--- src/rtl/dmem_store_buffer_pkg.sv ---
// Shared types for the data-memory store buffer: entry layout, default depth
// and the word-address compare used by load forwarding.
package dmem_sbuf_pkg;

    localparam int SBUF_DEPTH = 4;

    typedef struct packed {
        logic [29:0] waddr;
        logic [31:0] data;
    } sbuf_entry_t;

    // Word granularity: byte offset bits are dropped before this compare
    function automatic logic word_match(input logic [29:0] a, input logic [29:0] b);
        return a == b;
    endfunction

endpackage

--- src/rtl/dmem_store_buffer_if.sv ---
// Core Memory-stage port, backing-memory drain port and status flags.
// The buffer sits on the slave side; core and memory drive from the master side.
interface dmem_store_buffer_if;
    logic        MemWriteM;
    logic [31:0] ALUOutM;
    logic [31:0] WriteDataM;
    logic [31:0] ReadDataM;
    logic [31:0] MemRAddr;
    logic [31:0] MemRData;
    logic        MemValid;
    logic [31:0] MemAddr;
    logic [31:0] MemWData;
    logic        MemReady;
    logic        Full;
    logic        Empty;
    logic        Overflow;

    modport slave (
        input  MemWriteM, ALUOutM, WriteDataM, MemRData, MemReady,
        output ReadDataM, MemRAddr, MemValid, MemAddr, MemWData, Full, Empty, Overflow
    );

    modport master (
        output MemWriteM, ALUOutM, WriteDataM, MemRData, MemReady,
        input  ReadDataM, MemRAddr, MemValid, MemAddr, MemWData, Full, Empty, Overflow
    );
endinterface

--- src/rtl/dmem_store_buffer_fifo.sv ---
// Circular store FIFO: entry storage plus head/tail/count bookkeeping.
// Exposes all entries and a head/count-derived valid vector for forwarding.
module sbuf_fifo
    import dmem_sbuf_pkg::*;
#(
    parameter  int DEPTH = SBUF_DEPTH,
    localparam int PTRW  = $clog2(DEPTH)
) (
    input  logic                    clk,
    input  logic                    reset,
    input  logic                    push_i,
    input  logic                    pop_i,
    input  sbuf_entry_t             wentry_i,
    output logic                    full_o,
    output logic                    empty_o,
    output logic [PTRW-1:0]         head_o,
    output sbuf_entry_t [DEPTH-1:0] entries_o,
    output logic [DEPTH-1:0]        valid_o
);

    logic [PTRW-1:0]         head_q, head_d;
    logic [PTRW-1:0]         tail_q, tail_d;
    logic [PTRW:0]           count_q, count_d;
    sbuf_entry_t [DEPTH-1:0] mem_q;

    always_comb begin
        head_d  = head_q;
        tail_d  = tail_q;
        count_d = count_q;
        if (push_i) tail_d = tail_q + 1'b1;
        if (pop_i)  head_d = head_q + 1'b1;
        case ({push_i, pop_i})
            2'b10:   count_d = count_q + 1'b1;
            2'b01:   count_d = count_q - 1'b1;
            default: count_d = count_q;
        endcase
    end

    always_ff @(posedge clk or posedge reset) begin
        if (reset) begin
            head_q  <= '0;
            tail_q  <= '0;
            count_q <= '0;
        end else begin
            head_q  <= head_d;
            tail_q  <= tail_d;
            count_q <= count_d;
        end
    end

    // Storage is deliberately left out of reset; validity comes from head/count
    always_ff @(posedge clk) begin
        if (push_i) mem_q[tail_q] <= wentry_i;
    end

    for (genvar i = 0; i < DEPTH; i++) begin : g_valid
        logic [PTRW-1:0] offs;
        assign offs       = PTRW'(i) - head_q;
        assign valid_o[i] = {1'b0, offs} < count_q;
    end

    assign full_o    = count_q == (PTRW+1)'(DEPTH);
    assign empty_o   = count_q == '0;
    assign head_o    = head_q;
    assign entries_o = mem_q;

endmodule

--- src/rtl/dmem_store_buffer.sv ---
// Posted-write store buffer between the core M-stage and data memory:
// handshake glue, sticky overflow flag and youngest-match load forwarding.
module dmem_store_buffer
    import dmem_sbuf_pkg::*;
#(
    parameter int DEPTH = SBUF_DEPTH
) (
    input  logic              clk,
    input  logic              reset,
    dmem_store_buffer_if.slave bus
);

    localparam int PTRW = $clog2(DEPTH);

    logic                    push, pop, full, empty;
    logic [PTRW-1:0]         head;
    sbuf_entry_t [DEPTH-1:0] entries;
    logic [DEPTH-1:0]        valid;
    sbuf_entry_t             wentry, head_e;
    logic                    overflow_q, overflow_d;
    logic [PTRW-1:0]         idx;
    logic [31:0]             fwd_data;

    assign pop    = bus.MemValid & bus.MemReady;
    // A full buffer still takes a store when the head drains in the same cycle
    assign push   = bus.MemWriteM & (~full | pop);
    assign wentry = '{waddr: bus.ALUOutM[31:2], data: bus.WriteDataM};

    sbuf_fifo #(.DEPTH(DEPTH)) u_fifo (
        .clk      (clk),
        .reset    (reset),
        .push_i   (push),
        .pop_i    (pop),
        .wentry_i (wentry),
        .full_o   (full),
        .empty_o  (empty),
        .head_o   (head),
        .entries_o(entries),
        .valid_o  (valid)
    );

    assign overflow_d = overflow_q | (bus.MemWriteM & full & ~pop);

    always_ff @(posedge clk or posedge reset) begin
        if (reset) overflow_q <= 1'b0;
        else       overflow_q <= overflow_d;
    end

    // Walk oldest to youngest so the last hit (nearest tail) wins
    always_comb begin
        fwd_data = bus.MemRData;
        idx      = '0;
        for (int k = 0; k < DEPTH; k++) begin
            idx = head + PTRW'(k);
            if (valid[idx] && word_match(entries[idx].waddr, bus.ALUOutM[31:2]))
                fwd_data = entries[idx].data;
        end
    end

    assign head_e        = entries[head];
    assign bus.MemValid  = ~empty;
    assign bus.MemAddr   = {head_e.waddr, 2'b00};
    assign bus.MemWData  = head_e.data;
    assign bus.MemRAddr  = bus.ALUOutM;
    assign bus.ReadDataM = fwd_data;
    assign bus.Full      = full;
    assign bus.Empty     = empty;
    assign bus.Overflow  = overflow_q;

endmodule
--- src/flat_wrapper.sv ---
// flat-port wrapper written by rule: the top's interface ports become plain ports
module dmem_store_buffer_flat import dmem_sbuf_pkg::*;
#(
    parameter int DEPTH = SBUF_DEPTH
)
  (clk, reset, bus_MemWriteM, bus_ALUOutM, bus_WriteDataM, bus_MemRData, bus_MemReady, bus_ReadDataM, bus_MemRAddr, bus_MemValid, bus_MemAddr, bus_MemWData, bus_Full, bus_Empty, bus_Overflow);
  dmem_store_buffer_if bus_i ();
  input  logic clk;
  input  logic reset;
  input wire logic [$bits(bus_i.MemWriteM)-1:0] bus_MemWriteM;
  input wire logic [$bits(bus_i.ALUOutM)-1:0] bus_ALUOutM;
  input wire logic [$bits(bus_i.WriteDataM)-1:0] bus_WriteDataM;
  input wire logic [$bits(bus_i.MemRData)-1:0] bus_MemRData;
  input wire logic [$bits(bus_i.MemReady)-1:0] bus_MemReady;
  output wire logic [$bits(bus_i.ReadDataM)-1:0] bus_ReadDataM;
  output wire logic [$bits(bus_i.MemRAddr)-1:0] bus_MemRAddr;
  output wire logic [$bits(bus_i.MemValid)-1:0] bus_MemValid;
  output wire logic [$bits(bus_i.MemAddr)-1:0] bus_MemAddr;
  output wire logic [$bits(bus_i.MemWData)-1:0] bus_MemWData;
  output wire logic [$bits(bus_i.Full)-1:0] bus_Full;
  output wire logic [$bits(bus_i.Empty)-1:0] bus_Empty;
  output wire logic [$bits(bus_i.Overflow)-1:0] bus_Overflow;
  assign bus_i.MemWriteM = bus_MemWriteM;
  assign bus_i.ALUOutM = bus_ALUOutM;
  assign bus_i.WriteDataM = bus_WriteDataM;
  assign bus_i.MemRData = bus_MemRData;
  assign bus_i.MemReady = bus_MemReady;
  assign bus_ReadDataM = bus_i.ReadDataM;
  assign bus_MemRAddr = bus_i.MemRAddr;
  assign bus_MemValid = bus_i.MemValid;
  assign bus_MemAddr = bus_i.MemAddr;
  assign bus_MemWData = bus_i.MemWData;
  assign bus_Full = bus_i.Full;
  assign bus_Empty = bus_i.Empty;
  assign bus_Overflow = bus_i.Overflow;
  dmem_store_buffer #(.DEPTH(DEPTH)) u_core (.clk(clk), .reset(reset), .bus(bus_i));
endmodule
--- config.mk ---
export PLATFORM = sky130hd
export DESIGN_NAME = dmem_store_buffer_flat
export DESIGN_NICKNAME = d
export VERILOG_FILES = /design/src/rtl/dmem_store_buffer_pkg.sv /design/src/rtl/dmem_store_buffer_if.sv /design/src/rtl/dmem_store_buffer_fifo.sv /design/src/rtl/dmem_store_buffer.sv /design/src/flat_wrapper.sv
export SDC_FILE = /design/constraint.sdc
export NUM_CORES = 1
export LEC_CHECK = 0
export ABC_AREA = 1
export CAP_MARGIN = 20
export CELL_PAD_IN_SITES_DETAIL_PLACEMENT = 1
export CELL_PAD_IN_SITES_GLOBAL_PLACEMENT = 2
export CORE_MARGIN = 2
export CORE_UTILIZATION = 32
export DETAILED_ROUTE_END_ITERATION = 12
export PLACE_DENSITY_LB_ADDON = 0.1
export SETUP_SLACK_MARGIN = 0.2
export SLEW_MARGIN = 20
export SYNTH_ARGS = -nofsm -noshare
export SYNTH_HDL_FRONTEND = slang
export SYNTH_SLANG_ARGS = --single-unit
--- constraint.sdc ---
create_clock -name clk -period 5.74 [get_ports clk]
set_input_delay 1.435 -clock clk [delete_from_list [all_inputs] [get_ports clk]]
set_output_delay 1.435 -clock clk [all_outputs]
set_load 0.01 [all_outputs]
**Word-level counts from Yosys, hierarchy flattened**

Cells that the tools add are included.
Widths: inputs -> output; s select.

- Word-level logic and storage cells: 79
- Input port bits: 100
- Register bits after elaboration: 256

- Equality and inequality tests: 7
- Muxes and demuxes: 24
- Reduce and logical (&&, ||, !) cells: 7
- Bitwise gates (word level): 9
- Order comparisons: 10
- Add/subtract/negate cells: 10

Operators by type and width:

| kind | number |
|---|---|
| $bmux 62 s2 | 4 |
| $mux 62 | 5 |
| $bwmux 248 | 1 |
| $mux 32 | 4 |
| $demux 62 s2 | 1 |
| $eq 30x30->1 | 4 |
| $lt 2x3->1 const B | 5 |
| $lt 2x3->1 | 4 |
| $bmux 1 s2 | 4 |
| $pmux 3 s2 | 1 |
| $logic_and 1x1->1 | 5 |
| $add 2x1->2 const B | 2 |
| $add 2x2->2 const B | 2 |
| $and 1x1->1 | 4 |
| $mux 1 | 4 |
| $sub 1x2->2 const A | 2 |
| $sub 2x2->2 const A | 2 |
| $add 3x1->3 const B | 1 |
| $eq 3x3->1 const B | 1 |
| $logic_not 3->1 | 1 |
| $not 1->1 | 3 |
| $sub 3x1->3 const B | 1 |
| $eq 2x1->1 const B | 1 |
| $eq 2x2->1 const B | 1 |
| 3 further kinds | 4 |

**Depth between registers and ports, before layout**

- Word-level depth: 9
- Depth in mapped cells: 23
- Gate-level depth less buffers: 18

**Hierarchy**

Synthesis repeated with hierarchy kept, for this count alone.

- Cells, all modules: 2825
- Area, all modules: 18861.8 sq um

By module, submodules not included:

| module | area an instance (sq um) | cells an instance | instances |
|---|---|---|---|
| dmem_store_buffer | 10859.2 | 2507 | 1 |
| sbuf_fifo | 8002.7 | 318 | 1 |

**Least setup slack after synthesis**

Ideal clock, no wire load.

- Kind: in2reg
- Start: input port bus_MemReady
- End: register u_core.u_fifo.mem_q, in the netlist u_core.u_fifo.entries_o[0], enable pin
- Stages: 4
- Arrival time: 4.303 ns
- Data required time: 5.258 ns
- Buffers on the path: 0
- Slack: 0.955 ns
- Cells stage by stage: inv_1 nand2_1 nand2_1 nor2_1

- Word-level cells in the longest chain between the ends: 3

RTL lines:

| what | RTL line | text |
|---|---|---|
| start: declaration | flat_wrapper.sv:14 | `input wire logic [$bits(bus_i.MemReady)-1:0] bus_MemReady;` |
| $and 1x1->1 | dmem_store_buffer.sv:24 | `assign pop = bus.MemValid & bus.MemReady;` |
| $or 1x1->1 | dmem_store_buffer.sv:26 | `assign push = bus.MemWriteM & (~full \| pop);` |
| $and 1x1->1 | dmem_store_buffer.sv:26 |  |
| end signal: indexed assignment | dmem_store_buffer_fifo.sv:53 | `if (push_i) mem_q[tail_q] <= wentry_i;` |
| end: declaration | dmem_store_buffer_fifo.sv:24 | `sbuf_entry_t [DEPTH-1:0] mem_q;` |

Every way passes these cells.
A chain may end at the register's enable or synchronous reset.

**Final worst setup path**

- Start: input port bus_ALUOutM[21]
- End: output port bus_ReadDataM[19]

- Word-level cells in the longest chain between the ends: 6

RTL lines:

| what | RTL line | text |
|---|---|---|
| start: declaration | flat_wrapper.sv:11 | `input wire logic [$bits(bus_i.ALUOutM)-1:0] bus_ALUOutM;` |
| $eq 30x30->1 | dmem_store_buffer_pkg.sv:14 | `return a == b;` |
| $logic_and 1x1->1 | dmem_store_buffer.sv:55 | `if (valid[idx] && word_match(entries[idx].waddr, bus.ALUOutM[31:2]))` |
| $mux 32 (3 in a row) | dmem_store_buffer.sv:55 |  |
| $mux 32 (*) | dmem_store_buffer.sv:55 |  |
| end: declaration | flat_wrapper.sv:15 | `output wire logic [$bits(bus_i.ReadDataM)-1:0] bus_ReadDataM;` |

Every way passes the cells marked *; elsewhere a longest branch is shown, timed or not.

==> qor.csv <==
stage,metric,value,unit
status,run_status,"finished, final reports clean",
job,maxCapViolations,0,
sta,hold_viol,0,
global_routing,grt_max_degree,135,
die,die_area,60800,um^2
min_path,worst_hold_startpoint,u_core.bus.Overflow,
route,wl_met3,3750,um
die,placeable_area,57900,um^2
yosys,synth.most_common_cell,nand2_1,
die,floorplan.initialDensity,32.5,%
route,routedWlPerCell,20.4,um
worst_setup_path,timing.critical_path.required,4300,ps
yosys,ys_top_cells_by_area,"edfxtp_1 40%, nand2_1 24%, nand3_1 8.8%",
sta,worst_slew_margin_rel,28.3,%
worst_setup_path,setup.worst_path.class,input pin to output port,
sta,achievable-frequency,0.179,GHz
yosys,synthCells,2765,
sta,finalCriticalPeriod,5580,ps
yosys,syn-cell-area,18800,um^2
worst_setup_path,worst-path-buf-inv,7,
die,std_cell_rows,88,
route,drt_pass1_iterations,5,
route,via_per_inst,5.17,
cts,cts_hold_buffers,0,
worst_setup_path,timing.critical_path.arrival,4140,ps
global_routing,global_routing_usage_summed_across_all_routing_layers,24.7,%
place,gp_congestion,0.803,
route,drt_iter0_drcs,1038,
route,routed-wl-met2,36000,um
place,placed_wire_length_estimate,48300,um
worst_setup_path,ff2ff_setup_slack,2750,ps
sta,final_max_slew_viol_count,0,
route,post_detailed_route_count_of_antenna_violating_nets,0,
die,io_pins,232,
yosys,post_synth.cell_area_avg,6.81,um^2
global_routing,grt_overflow_total,0,
global_routing,first_global_vias,19900,
cts,clock_tree_from_tritoncts,built,
worst_setup_path,rr_worst_depth,6,
worst_setup_path,timing.critical_path.slowest_cell_delay,530,ps
route,via_count,19400,
yosys,async_flop_share,3.13,%
worst_setup_path,r2r-end,u_core.u_fifo.entries_o[205],
worst_setup_path,critical_path.max_fanout,30,
route,met1Wirelength,34600,um
cts,clock_pin_slew_on_the_worst_setup_and_hold_paths,50,ps
cts,cts_num_sinks,256,
cts,clockRootBuffer,clkbuf_16,
worst_setup_path,cp_top_family,buffers and inverters,
global_routing,antenna_found_initial,4,
sta,clock_skew,11.3,ps
sta,timing.setup.tns,0,ps
yosys,ys_seq_area_share,40.6,%
place,buffer_ports.inserted,225,
route,highest_layer,met5,
pwr,ir_worst_vdd,456,uV
die,die_h,247,um
final_layout,finish.instance_area,23700,um^2
route,drc,0,
pwr,power_density,538,nW/um^2
cts,worst_skew_pair.late_latency,540,ps
place,preCtsSetupSlack,-72.2,ps
worst_setup_path,crit_path_cell_trace,clkdlybuf4s50_1 -> inv_2 -> buf_4 -> xor2_2 -> nand3_2 -> nor2_4 -> nand2_1 -> nor2_2 -> buf_6 -> nand3_4 -> buf_4 -> buf_16 -> o21bai_1 -> nand2_1 -> clkdlybuf4s50_1,
cts,cts_buffers,36,
worst_setup_path,cp-start-kind,input pin,
pwr,static-leakage-power,11.3,nW
route,wl,76400,um
sta,setup_slack,164,ps
sta,worst-slew-pin-transition,1070,ps
final_layout,synthToLayoutAreaGrowth,25.6,%
min_path,hold-path-endpoint,u_core.bus.Overflow,
final_layout,layout-drive-gt1-share,7.54,%
yosys,netlist_top_cells_count,"1195 x nand2_1, 331 x nand3_1, 268 x inv_1",
yosys,yosysTopAreaCellShare,39.5,%
cts,level_count_of_the_clock_h_tree,2,
cts,cts_buffer_depth,3,
yosys,synth-edff-count,248,
sta,unrepaired_setup_endpoints_after_global_routing,true,
final_layout,post-route-util,40.9,%
sta,layout_worst_path_cycle_share,97.1,%
yosys,synth_top_flop_cell,edfxtp_1,
yosys,synth.yosys.warnings,0,
place,dpl_cell_area,22100,um^2
worst_setup_path,reg2reg_from,u_core.u_fifo.count_q[2],
worst_setup_path,crit_path_top_delay_cell,clkdlybuf4s50_1,
sta,setup_viol,0,
pwr,fin_total_pwr,12.7,mW
worst_setup_path,endpoint_kind,output port,
min_path,timing.hold.worst.class,flip-flop to flip-flop,
min_path,min_path_cells,1,
global_routing,grt_pass1_wl,115000,um
final_layout,finish.net_count,3068,
yosys,synth.distinct_cells,31,
yosys,seq_cells_post_synth,256,
die,die_width,247,um
yosys,synth_area_leader_cell,edfxtp_1,
==> logic make-up (layout without fill, tap and decap cells) <==
kind of cell / after synthesis / after routing / synth area share [%]
and+or+nand+nor: 1704 / 1708 / 37.4
buffers and inverters: 459 / 674 / 10.6
AOI/OAI and AO/OA: 283 / 283 / 8.33
DFF: 256 / 256 / 40.6
xor gates and xnor gates: 53 / 53 / 2.46
adders and majority gates: 9 / 9 / 0.638
other: 1 / 3 / 0.0199
==> registers in the layout, summed over array words and instances, names as in the netlist <==
register and count:
u_core.u_fifo.entries_o 248, u_core.u_fifo.count_q 3, u_core.u_fifo.head_o 2, u_core.bus.Overflow 1, u_core.u_fifo.tail_q 2
==> report_power, final <==
part           internal (mW)  switching (mW)  total, mW  leakage, nW
Sequential              2.47           0.190       2.67         2.36
Clock                   1.18           0.873       2.06        0.525
Combinational           2.59            5.41       8.00         8.38
==> stage by stage <==
step	hold WS, ps	cells
after floorplan	513	2766
after global placement	478	3667
after detailed placement	476	3667
after CTS	492	3743
after global routing	525	3751
final	490	3751
==> placed cells by master (no fill, tap or decap), types with 18 or more instances in the layout <==
| master | n |
|---|---|
| nand3_1 | 329 |
| clkbuf_16 | 39 |
| o21ai_0 | 116 |
| inv_1 | 264 |
| xor2_1 | 52 |
| a21oi_1 | 66 |
| dlymetal6s2s_1 | 21 |
| dlygate4sd2_1 | 19 |
| nand2_1 | 1189 |
| o21bai_1 | 33 |
| buf_4 | 79 |
| edfxtp_1 | 248 |
| buf_12 | 18 |
| clkdlybuf4s50_1 | 181 |
| nand4_1 | 62 |
| o21ai_1 | 24 |
| a31oi_1 | 33 |
| nor2_1 | 79 |
==> worst register-to-register path: stages, from the launching register on <==
cell     delay (ps)
dfrtp_1         480
inv_1           210
nor3_1          170
nand2_1         120
nand2_1         320
nor2_4          810
buf_4           520
==> metal layers <==
layer / global-route usage (%) / vias up
li1: - / 9348
met1: 32.5 / 9519
met2: 41.8 / 404
met3: 3.55 / 124
met4: 7.76 / 4
met5: 0 / -
==> worst max-delay path by stage <==
stage                          from                         end  slack [ps]  cells past startpoint
CTS                 bus_ALUOutM[21]           bus_ReadDataM[24]         110                     15
global route        bus_ALUOutM[21]           bus_ReadDataM[19]          30                     15
detailed placement   bus_ALUOutM[2]           bus_ReadDataM[25]         -70                     17
global placement     bus_ALUOutM[2]           bus_ReadDataM[31]        -100                     17
finish              bus_ALUOutM[21]           bus_ReadDataM[19]         160                     15
floorplan              bus_MemReady  u_core.u_fifo.entries_o[0]         950                      4
==> cell type report <==
class / instances / area, um^2
Antenna cell: 1 / 2.50
Clock buffer: 42 / 955
Clock inverter: 22 / 108
Fill cell: 7322 / 34300
Inverter: 274 / 1040
Multi-Input combinational cell: 2055 / 9420
Sequential cell: 256 / 7650
Tap cell: 765 / 957
Timing Repair Buffer: 336 / 3520
==> timing repair <==
action / 4_1_cts / 5_1_grt
setup buffers: 5 / 4
resized for setup: 49 / 47
pin swaps: 3 / 4
setup endpoints to repair: 32 / 32
gates cloned: 7 / 3
Power figures use the tool's default switching activity.
